==> src/rtl/calc_fmt_pkg.sv <==
// Shared definitions for the calculator result formatter.
//   - fmt_state_t   : serializer FSM states
//   - byte_phase_t  : which part of the output line is being emitted
//   - ASCII constants, digit count and a digit-to-ASCII helper
package calc_fmt_pkg;

  typedef enum logic [2:0] {
    IDLE,
    CONVERT,
    SCAN,
    LOAD,
    SEND,
    GUARD,
    WAIT
  } fmt_state_t;

  // Digits first, then the optional CR/LF trailer.
  typedef enum logic [1:0] {
    PH_DIGITS,
    PH_CR,
    PH_LF
  } byte_phase_t;

  localparam logic [7:0] ASCII_ZERO = 8'h30;
  localparam logic [7:0] ASCII_CR   = 8'h0D;
  localparam logic [7:0] ASCII_LF   = 8'h0A;

  localparam int NUM_DIGITS = 10;
  localparam int BIN_W      = 32;
  localparam int BCD_W      = 4 * NUM_DIGITS;

  // Index of the most-significant decimal digit.
  localparam logic [3:0] MSD_INDEX = 4'(NUM_DIGITS - 1);

  function automatic logic [7:0] digit_to_ascii(input logic [3:0] d);
    return ASCII_ZERO + {4'h0, d};
  endfunction

endpackage

==> src/rtl/bin2bcd_seq.sv <==
// Sequential double-dabble binary-to-BCD converter.
// One shift per clock, 32 shifts in total. The first shift is folded into the
// load cycle (with an all-zero BCD field it is a plain shift), so done rises
// 31 cycles after start and the caller sees exactly 32 cycles from start to
// the cycle in which it consumes done.
// Ports:
//   clk     : clock, rising edge
//   reset_n : asynchronous active-low reset, clears both shift registers
//   start   : one-cycle pulse, samples bin
//   bin     : 32-bit unsigned input
//   done    : one-cycle pulse, bcd is valid from this cycle on
//   bcd     : 10 packed BCD digits, held until the next start
import calc_fmt_pkg::*;

module bin2bcd_seq (
  input  logic             clk,
  input  logic             reset_n,
  input  logic             start,
  input  logic [BIN_W-1:0] bin,
  output logic             done,
  output logic [BCD_W-1:0] bcd
);

  logic [BIN_W-1:0] bin_reg;
  logic [BCD_W-1:0] bcd_reg;
  logic [4:0]       cnt_reg;
  logic             active_reg;
  logic             done_reg;

  // Add-3 correction for digits 0..8. The top digit of a 32-bit value never
  // exceeds 4 at any point of the conversion, so it needs no correction.
  logic [4*(NUM_DIGITS-1)-1:0] adj;
  logic [BCD_W-1:0]            bcd_shift;
  logic [BIN_W-1:0]            bin_shift;

  genvar gi;
  generate
    for (gi = 0; gi < NUM_DIGITS - 1; gi++) begin : g_adj
      assign adj[gi*4 +: 4] = (bcd_reg[gi*4 +: 4] >= 4'd5) ?
                              (bcd_reg[gi*4 +: 4] + 4'd3) : bcd_reg[gi*4 +: 4];
    end
  endgenerate

  assign bcd_shift = {bcd_reg[BCD_W-2:BCD_W-4], adj, bin_reg[BIN_W-1]};
  assign bin_shift = {bin_reg[BIN_W-2:0], 1'b0};

  always_ff @(posedge clk or negedge reset_n) begin
    if (!reset_n) begin
      bin_reg    <= '0;
      bcd_reg    <= '0;
      cnt_reg    <= '0;
      active_reg <= 1'b0;
      done_reg   <= 1'b0;
    end else if (start) begin
      bcd_reg    <= {{(BCD_W-1){1'b0}}, bin[BIN_W-1]};
      bin_reg    <= {bin[BIN_W-2:0], 1'b0};
      cnt_reg    <= 5'd31;
      active_reg <= 1'b1;
      done_reg   <= 1'b0;
    end else if (active_reg) begin
      bcd_reg <= bcd_shift;
      bin_reg <= bin_shift;
      cnt_reg <= cnt_reg - 5'd1;
      if (cnt_reg == 5'd1) begin
        active_reg <= 1'b0;
        done_reg   <= 1'b1;
      end
    end else begin
      done_reg <= 1'b0;
    end
  end

  assign done = done_reg;
  assign bcd  = bcd_reg;

endmodule

==> src/rtl/result_formatter.sv <==
// Converts a 32-bit calculator result to decimal ASCII and streams it to a
// UART transmitter, most-significant non-zero digit first, optionally
// followed by CR LF.
// Ports:
//   clk, reset_n  : clock and asynchronous active-low reset
//   result        : value sampled when result_ready is accepted in IDLE
//   result_ready  : one-cycle valid pulse
//   tx_busy       : transmitter busy
//   tx_data       : byte to send, held from LOAD to the next LOAD
//   tx_start      : one-cycle transmit request
//   bcd_low       : four low BCD digits of the last completed conversion
//   busy          : high from acceptance until the last byte has gone out
//   overrun       : one-cycle pulse for a result_ready that was dropped
import calc_fmt_pkg::*;

module result_formatter #(
  parameter int APPEND_CRLF  = 1,
  parameter int GUARD_CYCLES = 2
) (
  input  logic             clk,
  input  logic             reset_n,
  input  logic [BIN_W-1:0] result,
  input  logic             result_ready,
  input  logic             tx_busy,
  output logic [7:0]       tx_data,
  output logic             tx_start,
  output logic [15:0]      bcd_low,
  output logic             busy,
  output logic             overrun
);

  localparam int GUARD_W = (GUARD_CYCLES > 1) ? $clog2(GUARD_CYCLES + 1) : 1;
  localparam logic [GUARD_W-1:0] GUARD_LOAD = GUARD_W'(GUARD_CYCLES);

  fmt_state_t   state_reg,  state_next;
  byte_phase_t  phase_reg,  phase_next;
  logic [3:0]   ptr_reg,    ptr_next;
  logic [GUARD_W-1:0] guard_reg, guard_next;
  logic [7:0]   tx_data_reg,  tx_data_next;
  logic         tx_start_reg, tx_start_next;
  logic [15:0]  bcd_low_reg,  bcd_low_next;
  logic         busy_reg,     busy_next;
  logic         overrun_reg,  overrun_next;

  logic             conv_start;
  logic             conv_done;
  logic [BCD_W-1:0] conv_bcd;
  logic [3:0]       digit [NUM_DIGITS];
  logic             last_byte;

  // The converter's binary shift register is the latched copy of result.
  bin2bcd_seq u_bin2bcd (
    .clk     (clk),
    .reset_n (reset_n),
    .start   (conv_start),
    .bin     (result),
    .done    (conv_done),
    .bcd     (conv_bcd)
  );

  genvar gi;
  generate
    for (gi = 0; gi < NUM_DIGITS; gi++) begin : g_digit
      assign digit[gi] = conv_bcd[gi*4 +: 4];
    end
  endgenerate

  // The byte just sent is the final one of the line.
  always_comb begin
    last_byte = 1'b0;
    if (phase_reg == PH_LF)
      last_byte = 1'b1;
    else if (phase_reg == PH_DIGITS && ptr_reg == 4'd0 && APPEND_CRLF == 0)
      last_byte = 1'b1;
  end

  always_comb begin
    state_next    = state_reg;
    phase_next    = phase_reg;
    ptr_next      = ptr_reg;
    guard_next    = guard_reg;
    tx_data_next  = tx_data_reg;
    tx_start_next = 1'b0;
    bcd_low_next  = bcd_low_reg;
    busy_next     = busy_reg;
    conv_start    = 1'b0;
    // Anything arriving outside IDLE is dropped, including the cycle in which
    // WAIT hands back to IDLE.
    overrun_next  = result_ready && (state_reg != IDLE);

    case (state_reg)
      IDLE: begin
        if (result_ready) begin
          conv_start = 1'b1;
          busy_next  = 1'b1;
          state_next = CONVERT;
        end
      end

      CONVERT: begin
        if (conv_done) begin
          bcd_low_next = conv_bcd[15:0];
          ptr_next     = MSD_INDEX;
          phase_next   = PH_DIGITS;
          state_next   = SCAN;
        end
      end

      // Skip leading zeros but never digit 0, so a zero result prints "0".
      SCAN: begin
        if (digit[ptr_reg] == 4'd0 && ptr_reg != 4'd0)
          ptr_next = ptr_reg - 4'd1;
        else
          state_next = LOAD;
      end

      LOAD: begin
        case (phase_reg)
          PH_CR:   tx_data_next = ASCII_CR;
          PH_LF:   tx_data_next = ASCII_LF;
          default: tx_data_next = digit_to_ascii(digit[ptr_reg]);
        endcase
        state_next = SEND;
      end

      SEND: begin
        if (!tx_busy) begin
          tx_start_next = 1'b1;
          guard_next    = GUARD_LOAD;
          state_next    = (GUARD_CYCLES > 0) ? GUARD : WAIT;
        end
      end

      // The transmitter may take a cycle or two to raise tx_busy after
      // tx_start; ignore it here so a stale low is not taken as completion.
      GUARD: begin
        if (guard_reg <= GUARD_W'(1))
          state_next = WAIT;
        else
          guard_next = guard_reg - GUARD_W'(1);
      end

      WAIT: begin
        if (!tx_busy) begin
          if (last_byte) begin
            busy_next  = 1'b0;
            state_next = IDLE;
          end else begin
            state_next = LOAD;
            if (phase_reg == PH_DIGITS) begin
              if (ptr_reg != 4'd0)
                ptr_next = ptr_reg - 4'd1;
              else
                phase_next = PH_CR;
            end else begin
              phase_next = PH_LF;
            end
          end
        end
      end

      default: state_next = IDLE;
    endcase
  end

  always_ff @(posedge clk or negedge reset_n) begin
    if (!reset_n) begin
      state_reg    <= IDLE;
      phase_reg    <= PH_DIGITS;
      ptr_reg      <= '0;
      guard_reg    <= '0;
      tx_data_reg  <= 8'h00;
      tx_start_reg <= 1'b0;
      bcd_low_reg  <= 16'h0000;
      busy_reg     <= 1'b0;
      overrun_reg  <= 1'b0;
    end else begin
      state_reg    <= state_next;
      phase_reg    <= phase_next;
      ptr_reg      <= ptr_next;
      guard_reg    <= guard_next;
      tx_data_reg  <= tx_data_next;
      tx_start_reg <= tx_start_next;
      bcd_low_reg  <= bcd_low_next;
      busy_reg     <= busy_next;
      overrun_reg  <= overrun_next;
    end
  end

  assign tx_data  = tx_data_reg;
  assign tx_start = tx_start_reg;
  assign bcd_low  = bcd_low_reg;
  assign busy     = busy_reg;
  assign overrun  = overrun_reg;

endmodule
==> config.mk <==
export PLATFORM = sky130hd
export DESIGN_NAME = result_formatter
export DESIGN_NICKNAME = d
export VERILOG_FILES = /design/src/rtl/calc_fmt_pkg.sv /design/src/rtl/bin2bcd_seq.sv /design/src/rtl/result_formatter.sv
export SDC_FILE = /design/constraint.sdc
export NUM_CORES = 1
export LEC_CHECK = 0
export ABC_AREA = 1
export ABC_CLOCK_PERIOD_IN_PS = 4450
export BUFFER_PORTS_ARGS = -buffer_cell sky130_fd_sc_hd__clkbuf_2
export CELL_PAD_IN_SITES_DETAIL_PLACEMENT = 0
export CELL_PAD_IN_SITES_GLOBAL_PLACEMENT = 1
export CORE_MARGIN = 3
export CORE_UTILIZATION = 40
export CTS_BUF_LIST = sky130_fd_sc_hd__clkbuf_8
export DETAILED_ROUTE_END_ITERATION = 8
export PLACE_DENSITY = 0.73
export RECOVER_POWER = 50
export SLEW_MARGIN = 20
export SYNTH_ARGS = -nofsm -noshare
export SYNTH_HDL_FRONTEND = slang
export SYNTH_SLANG_ARGS = --single-unit
==> constraint.sdc <==
create_clock -name clk -period 4.45 [get_ports clk]
set_input_delay 0.6675 -clock clk [delete_from_list [all_inputs] [get_ports clk]]
set_output_delay 0.6675 -clock clk [all_outputs]
set_load 0.005 [all_outputs]
==> results of run 1 <==
routing by layer:
layer / track usage / wire (um) / vias up
met1: 0.241 / 7030 / 2444
li1: - / - / 2581
met4: 0.0575 / 173 / 0
met5: 0 / 0 / -
met3: 0.0479 / 485 / 13
met2: 0.284 / 6450 / 90
stage by stage:
step / hold slack (ns) / power, uW / cell area [um2] / setup slack (ns)
6_report: 0.424 / 3800 / 6840 / 1.76
5_1_grt: 0.403 / 4130 / 6840 / 1.25
4_1_cts: 0.367 / 3860 / 6870 / 1.86
3_5_place_dp: 0.468 / 2940 / 6500 / 1.86
3_3_place_gp: 0.464 / 2900 / 6500 / 1.95
2_1_floorplan: 0.372 / 2650 / 6140 / 2.76
path summary, 6_finish.rpt:
path | end | from | cells after the start | slack, ns
max | u_bin2bcd.bcd[39] | reset_n | 2 | 1.76
min | tx_start | tx_busy | 2 | 0.42
max reg2reg | ptr_reg[0] | ptr_reg[0] | 10 | 1.87
min reg2reg | bcd_low[4] | bcd_low[4] | 2 | 0.48
max in group clk | ptr_reg[0] | ptr_reg[0] | 10 | 1.87
min in group asynchronous | bcd_low[14] | reset_n | 1 | 0.70
Yosys cell counts (2+ instances only):
library cell and count:
nor2_1 36, dfrtp_1 113, o21ai_0 73, buf_4 8, nand2_4 4, a21oi_1 14
nand3_2 4, nor3_1 9, inv_1 95, inv_2 10, o211ai_2 2, buf_6 4
o21ai_1 5, nand2_1 190, nor2_2 2, nor2_4 3, o221ai_1 9, o22ai_1 31
nand3_1 57, buf_2 12, clkbuf_1 4, o211ai_1 17, or2_2 3, nand2_2 15
ha_1 25
cell families after synthesis:
group / synth area share
other: 0.000611
adder cells (fa/ha/maj): 0.0510
AND/OR/NAND/NOR: 0.238
flip-flops: 0.461
buffers and inverters: 0.0989
AO/OA/AOI/OAI: 0.151
area by class of cell:
cell class	instances	share of cell area
repair buffers	63	0.0459
clock buffers	22	0.0443
well taps	184	0.0337
flip-flops and latches	113	0.413
multi-input cells	508	0.393
inverters	106	0.0602
clock inverters	8	0.00915
report_power, final:
group	total [uW]	internal (uW)	switching (uW)
clock	914	500	414
sequential	1450	1270	177
combinational	1440	490	951
==> impl_results.md, run 1 <==
* Max reg flops at 40
* Status: complete, but fails checks
* Commonest non-fill, non-tap cell in the layout: nand2_1
* Pin count of the biggest net entering global routing at 69
* Worst min path class: in -> reg
* Setup crit start kind: primary input
* Synth top area cells: dfrtp_1 46%, nand2_1 12%, o21ai_0 6.0%
* Hold_buf cts at 0
* CP delay by family, top: buffers and inverters
* Critical Path RT at 4.78 ns
* Max clock buf depth at 2
* Max-slew headroom at -0.182
* Post-Place Cells at 974
* Global-route wire length before repair at 24200 um
* Max cap viols at 1
* # H-tree levels at 4
* Yosys reg bits at 113
* Multi-input gate area at 0.00269 mm2
* DR vias/cell at 5.11
* Worst Skew at 0.0128 ns
* Cell accounting for the most synthesized area: dfrtp_1
* Crit-path cells: clkbuf_2 > clkbuf_1
* Initial DRT Pass Iterations at 5
* Core region area at 0.0148 mm2
* Top_reg_cell synth: dfrtp_1
* Setup TNS at 0 ns
* Fmax at 372 MHz
* Register area share after synthesis at 0.461
* Storage element area at 0.00283 mm2
* Root buf cell: clkbuf_8
* Io pins at 63
* Chip height at 130 um
* Overflow after GRT at 0
* Post-DP HPWL at 9730 um
* Final min period at 2.69 ns
* Async S/R FF share, synth at 1.00
* Clock Sinks at 113
* Nets at 870
* Distinct cells, synth at 35
* CTS clk-pin slew, worst paths at 0.07 ns
* Leakage at 0.00333 uW
* Initial antenna violation count at 0
* Post-Syn Instances at 755
* Crit end category: asynchronous set/reset pin
* Final Hold Fails at 0
* CTS resizes at 0
* Vias in the first global route at 5010
* Critical path arrival at 3.02 ns
* Worst-Skew Late Latency at 0.44 ns
* Row count at 44
* Port Buf Inserts at 60
* Final Instance Count excl. Fillers at 1004
* Slowest-stage cell, CP: clkbuf_2
* EDFF count, synth at 0
* Pwr/cell area at 556 mW/mm2
* Ant diodes at 0
* Gp weighted congestion at 0.806
* GRT Overall Usage at 0.180
* Setup Buffers After CTS at 0
* TritonCTS clock tree: yes
* Filler cell count at 1488
* Pins Over Slew Limit at 69
* Max Fanout on Critical Path at 68
* WP buf/inv at 2
* Max rail drop VDD at 238 uV
* Post-layout util at 0.464
* Post-route ant nets at 0
* Crit Path Class: in -> async
* Final setup vio count at 0
* Syn avg cell area at 8.13 um2
* Final period utilization at 0.604
* Total number of vias at 5128
* Failing checks: max-capacitance violations, max-slew violations
* Drt wl/cell at 14.1 um
* Die area at 0.0169 mm2
* Synth-to-layout area growth at 11.5%
* Synth top area share at 0.461
* TritonCTS Buffers at 17
* Synth Cell Area at 0.00614 mm2
* Number of remaining DRC errors at 0
* Final wirelength at 14100 um
* Largest stage delay on the critical path at 1.26 ns
* RSZ-0062 raised after global routing: false
* Worst-Margin Slew at 1.77 ns
* Starting DRT DRC Count at 319
* Yosys warnings at 0
* Most frequent cells in the layout: 190 x nand2_1, 113 x dfrtp_1, 98 x inv_1, 73 x o21ai_0, 59 x clkbuf_2
* Ratio of cells with drive above 1 in the final layout at 0.162
* Die W at 130 um
* Initial Util at 0.416
Power figures use the tool's default switching activity.
==> inputs of run 2 (changes only) <==
--- a/config.mk
+++ b/config.mk
@@ -5,8 +5,8 @@
 export SDC_FILE = /design/constraint.sdc
 export NUM_CORES = 1
 export LEC_CHECK = 0
-export ABC_AREA = 1
-export ABC_CLOCK_PERIOD_IN_PS = 4450
+export ABC_AREA = 0
+export ABC_CLOCK_PERIOD_IN_PS = 2650
 export BUFFER_PORTS_ARGS = -buffer_cell sky130_fd_sc_hd__clkbuf_2
 export CELL_PAD_IN_SITES_DETAIL_PLACEMENT = 0
 export CELL_PAD_IN_SITES_GLOBAL_PLACEMENT = 1
@@ -14,7 +14,7 @@
 export CORE_UTILIZATION = 40
 export CTS_BUF_LIST = sky130_fd_sc_hd__clkbuf_8
 export DETAILED_ROUTE_END_ITERATION = 8
-export PLACE_DENSITY = 0.73
+export PLACE_DENSITY = 0.71
 export RECOVER_POWER = 50
 export SLEW_MARGIN = 20
 export SYNTH_ARGS = -nofsm -noshare
==> constraint.sdc (replaced) <==
create_clock -name clk -period 2.65 [get_ports clk]
set_input_delay 0.3975 -clock clk [delete_from_list [all_inputs] [get_ports clk]]
set_output_delay 0.3975 -clock clk [all_outputs]
set_load 0.005 [all_outputs]
==> impl_results.md, run 2 <==
* Initial DRT Pass Iterations at 4
* Worst min path class: in -> reg
* Final setup vio count at 0
* Vias in the first global route at 4566
* Final Hold Fails at 0
* Critical path arrival at 2.77 ns
* Distinct cells, synth at 48
* Nets at 742
* EDFF count, synth at 0
* Ant diodes at 0
* Chip height at 130 um
* Drt wl/cell at 14.5 um
* Fmax at 409 MHz
* TritonCTS clock tree: yes
* Port Buf Inserts at 60
* DR vias/cell at 5.21
* Status: finished, final reports clean
* Die area at 0.0169 mm2
* Async S/R FF share, synth at 1.00
* Max clock buf depth at 2
* Core region area at 0.0148 mm2
* Commonest non-fill, non-tap cell in the layout: dfrtp_1
* Synth-to-layout area growth at 14.1%
* Crit Path Class: reg -> reg
* Critical Path RT at 2.98 ns
* Post-route ant nets at 0
* TritonCTS Buffers at 17
* Setup ws final at 0.206 ns
* Overflow after GRT at 0
* Syn avg cell area at 9.87 um2
* Max reg flops at 40
* Clock Sinks at 113
* Initial antenna violation count at 0
* Worst-Margin Slew at 1.03 ns
* Row count at 44
* Yosys warnings at 0
* Total number of vias at 4574
* Initial Util at 0.416
* Setup Buffers After CTS at 0
* Pwr/cell area at 1180 mW/mm2
* Gp weighted congestion at 0.831
* CTS clk-pin slew, worst paths at 0.07 ns
* Leakage at 0.00357 uW
* Die W at 130 um
* Post-DP HPWL at 8990 um
* Crit end category: flop
* Count leader, synth: dfrtp_1
* Cell accounting for the most synthesized area: dfrtp_1
* Top cells by count, synth: 113 x dfrtp_1, 75 x nand2_1, 69 x mux2i_1
* Final period utilization at 0.922
* Final wirelength at 12700 um
* Number of remaining DRC errors at 0
* Synth top area cells: dfrtp_1 46%, mux2i_1 11%, ha_1 5.1%
* Max rail drop VDD at 488 uV
* Pins Over Slew Limit at 0
* Pin count of the biggest net entering global routing at 48
* Crit-path cells: buf_12 > mux2i_1 > mux4_2 > o22ai_1 > o41ai_4 > and4b_1 > a311o_1
* Synth Cell Area at 0.00616 mm2
* Global-route wire length before repair at 22000 um
* Post-Syn Instances at 624
* Ratio of cells with drive above 1 in the final layout at 0.135
* Most frequent cells in the layout: 112 x dfrtp_1, 75 x nand2_1, 69 x mux2i_1, 43 x nor2_1, 42 x o21ai_1
* Worst-Skew Late Latency at 0.44 ns
* Slowest-stage cell, CP: mux4_2
* RSZ-0062 raised after global routing: false
* Final min period at 2.44 ns
* Final Instance Area at 0.00703 mm2
* Setup crit start kind: flop
* Worst Skew at 0.0117 ns
* Root buf cell: clkbuf_8
* Max-slew headroom at 0.314
* Yosys reg bits at 113
* Largest stage delay on the critical path at 0.49 ns
* Register area share after synthesis at 0.459
* Top_reg_cell synth: dfrtp_1
* Place WS at 0.152 ns
* # H-tree levels at 4
* Hold slack at 0.164 ns
* DP Area at 0.00665 mm2
* Max Fanout on Critical Path at 18
* Setup TNS at 0 ns
* Synth top area share at 0.459
* Max cap viols at 0
* Io pins at 63
* Starting DRT DRC Count at 218
* GRT Overall Usage at 0.164
[run 2: cell count changes in the layout (fill, tap and decap cells not counted), moves of 21 or more]
cell / before / now
o22ai_1: 31 / 5
o21ai_1: 5 / 42
nand2_1: 190 / 75
a21oi_1: 14 / 35
o21ai_0: 73 / 35
nand3_1: 57 / 12
mux2i_1: 0 / 69
inv_1: 98 / 29
[run 2: layout make-up]
class / instances / area [um2]
tap: 184 / 230
multi-input combinational: 447 / 3040
fill: 1374 / 7780
clock buffer: 21 / 289
inverter: 29 / 109
timing repair buffer: 73 / 410
sequential: 113 / 2830
clock inverter: 11 / 113
[run 2: path summary, 6_finish.rpt]
check                      cells after the start                    to  slack, ns  startpoint
setup / recovery                               7            ptr_reg[2]       0.21  ptr_reg[0]
hold / removal                                 3  u_bin2bcd.bin_reg[1]       0.16   result[0]
setup reg to reg                               7            ptr_reg[2]       0.21  ptr_reg[0]
hold reg to reg                                2            tx_data[3]       0.46  tx_data[3]
max in group asynchronous                      3        u_bin2bcd.done       0.68     reset_n
min in group asynchronous                      2          state_reg[2]       0.68     reset_n
[run 2: metrics by stage]
step	total power (uW)	utilization	cells
finish	8290	0.474	878
global route	9080	0.474	878
CTS	8430	0.477	878
detailed placement	6750	0.449	845
global placement	6630	0.449	845
floorplan	5810	-	625
[run 2: per-layer routing]
layer | GRT usage | wire (um) | vias to the layer above
met4 | 0.0575 | 199 | 0
met2 | 0.253 | 5720 | 75
met1 | 0.220 | 6330 | 2191
met5 | 0 | 0 | -
li1 | - | - | 2287
met3 | 0.0467 | 463 | 21
[run 2: worst max-delay path, delay by kind of cell, from the launching register on]
family                 cells  cell delay [ns]
buffers and inverters      1             0.20
flip-flops                 1             0.45
AO/OA/AOI/OAI              3             0.87
AND/OR/NAND/NOR            1             0.20
multiplexers               2             0.61
[run 2: report_power, final]
group | internal, uW | leakage [uW] | switching (uW)
Clock | 924 | 0.000214 | 710
Sequential | 2450 | 0.00142 | 827
Combinational | 1640 | 0.00194 | 1730
[run 2: cells by family after synthesis]
| kind of cell | Yosys count | synth area share |
|---|---|---|
| other | 1 | 0.000609 |
| and+or+nand+nor | 175 | 0.130 |
| buffers and inverters | 65 | 0.0485 |
| DFF | 113 | 0.459 |
| xor gates and xnor gates | 13 | 0.0185 |
| AOI/OAI and AO/OA | 141 | 0.132 |
| adders and majority gates | 25 | 0.0508 |
| muxes | 91 | 0.161 |
[run 2: repair_timing]
action,CTS,global route
hold endpoints to repair,40,0
gates resized for setup,0,1
hold buffers,1,0
setup endpoints to repair,0,1
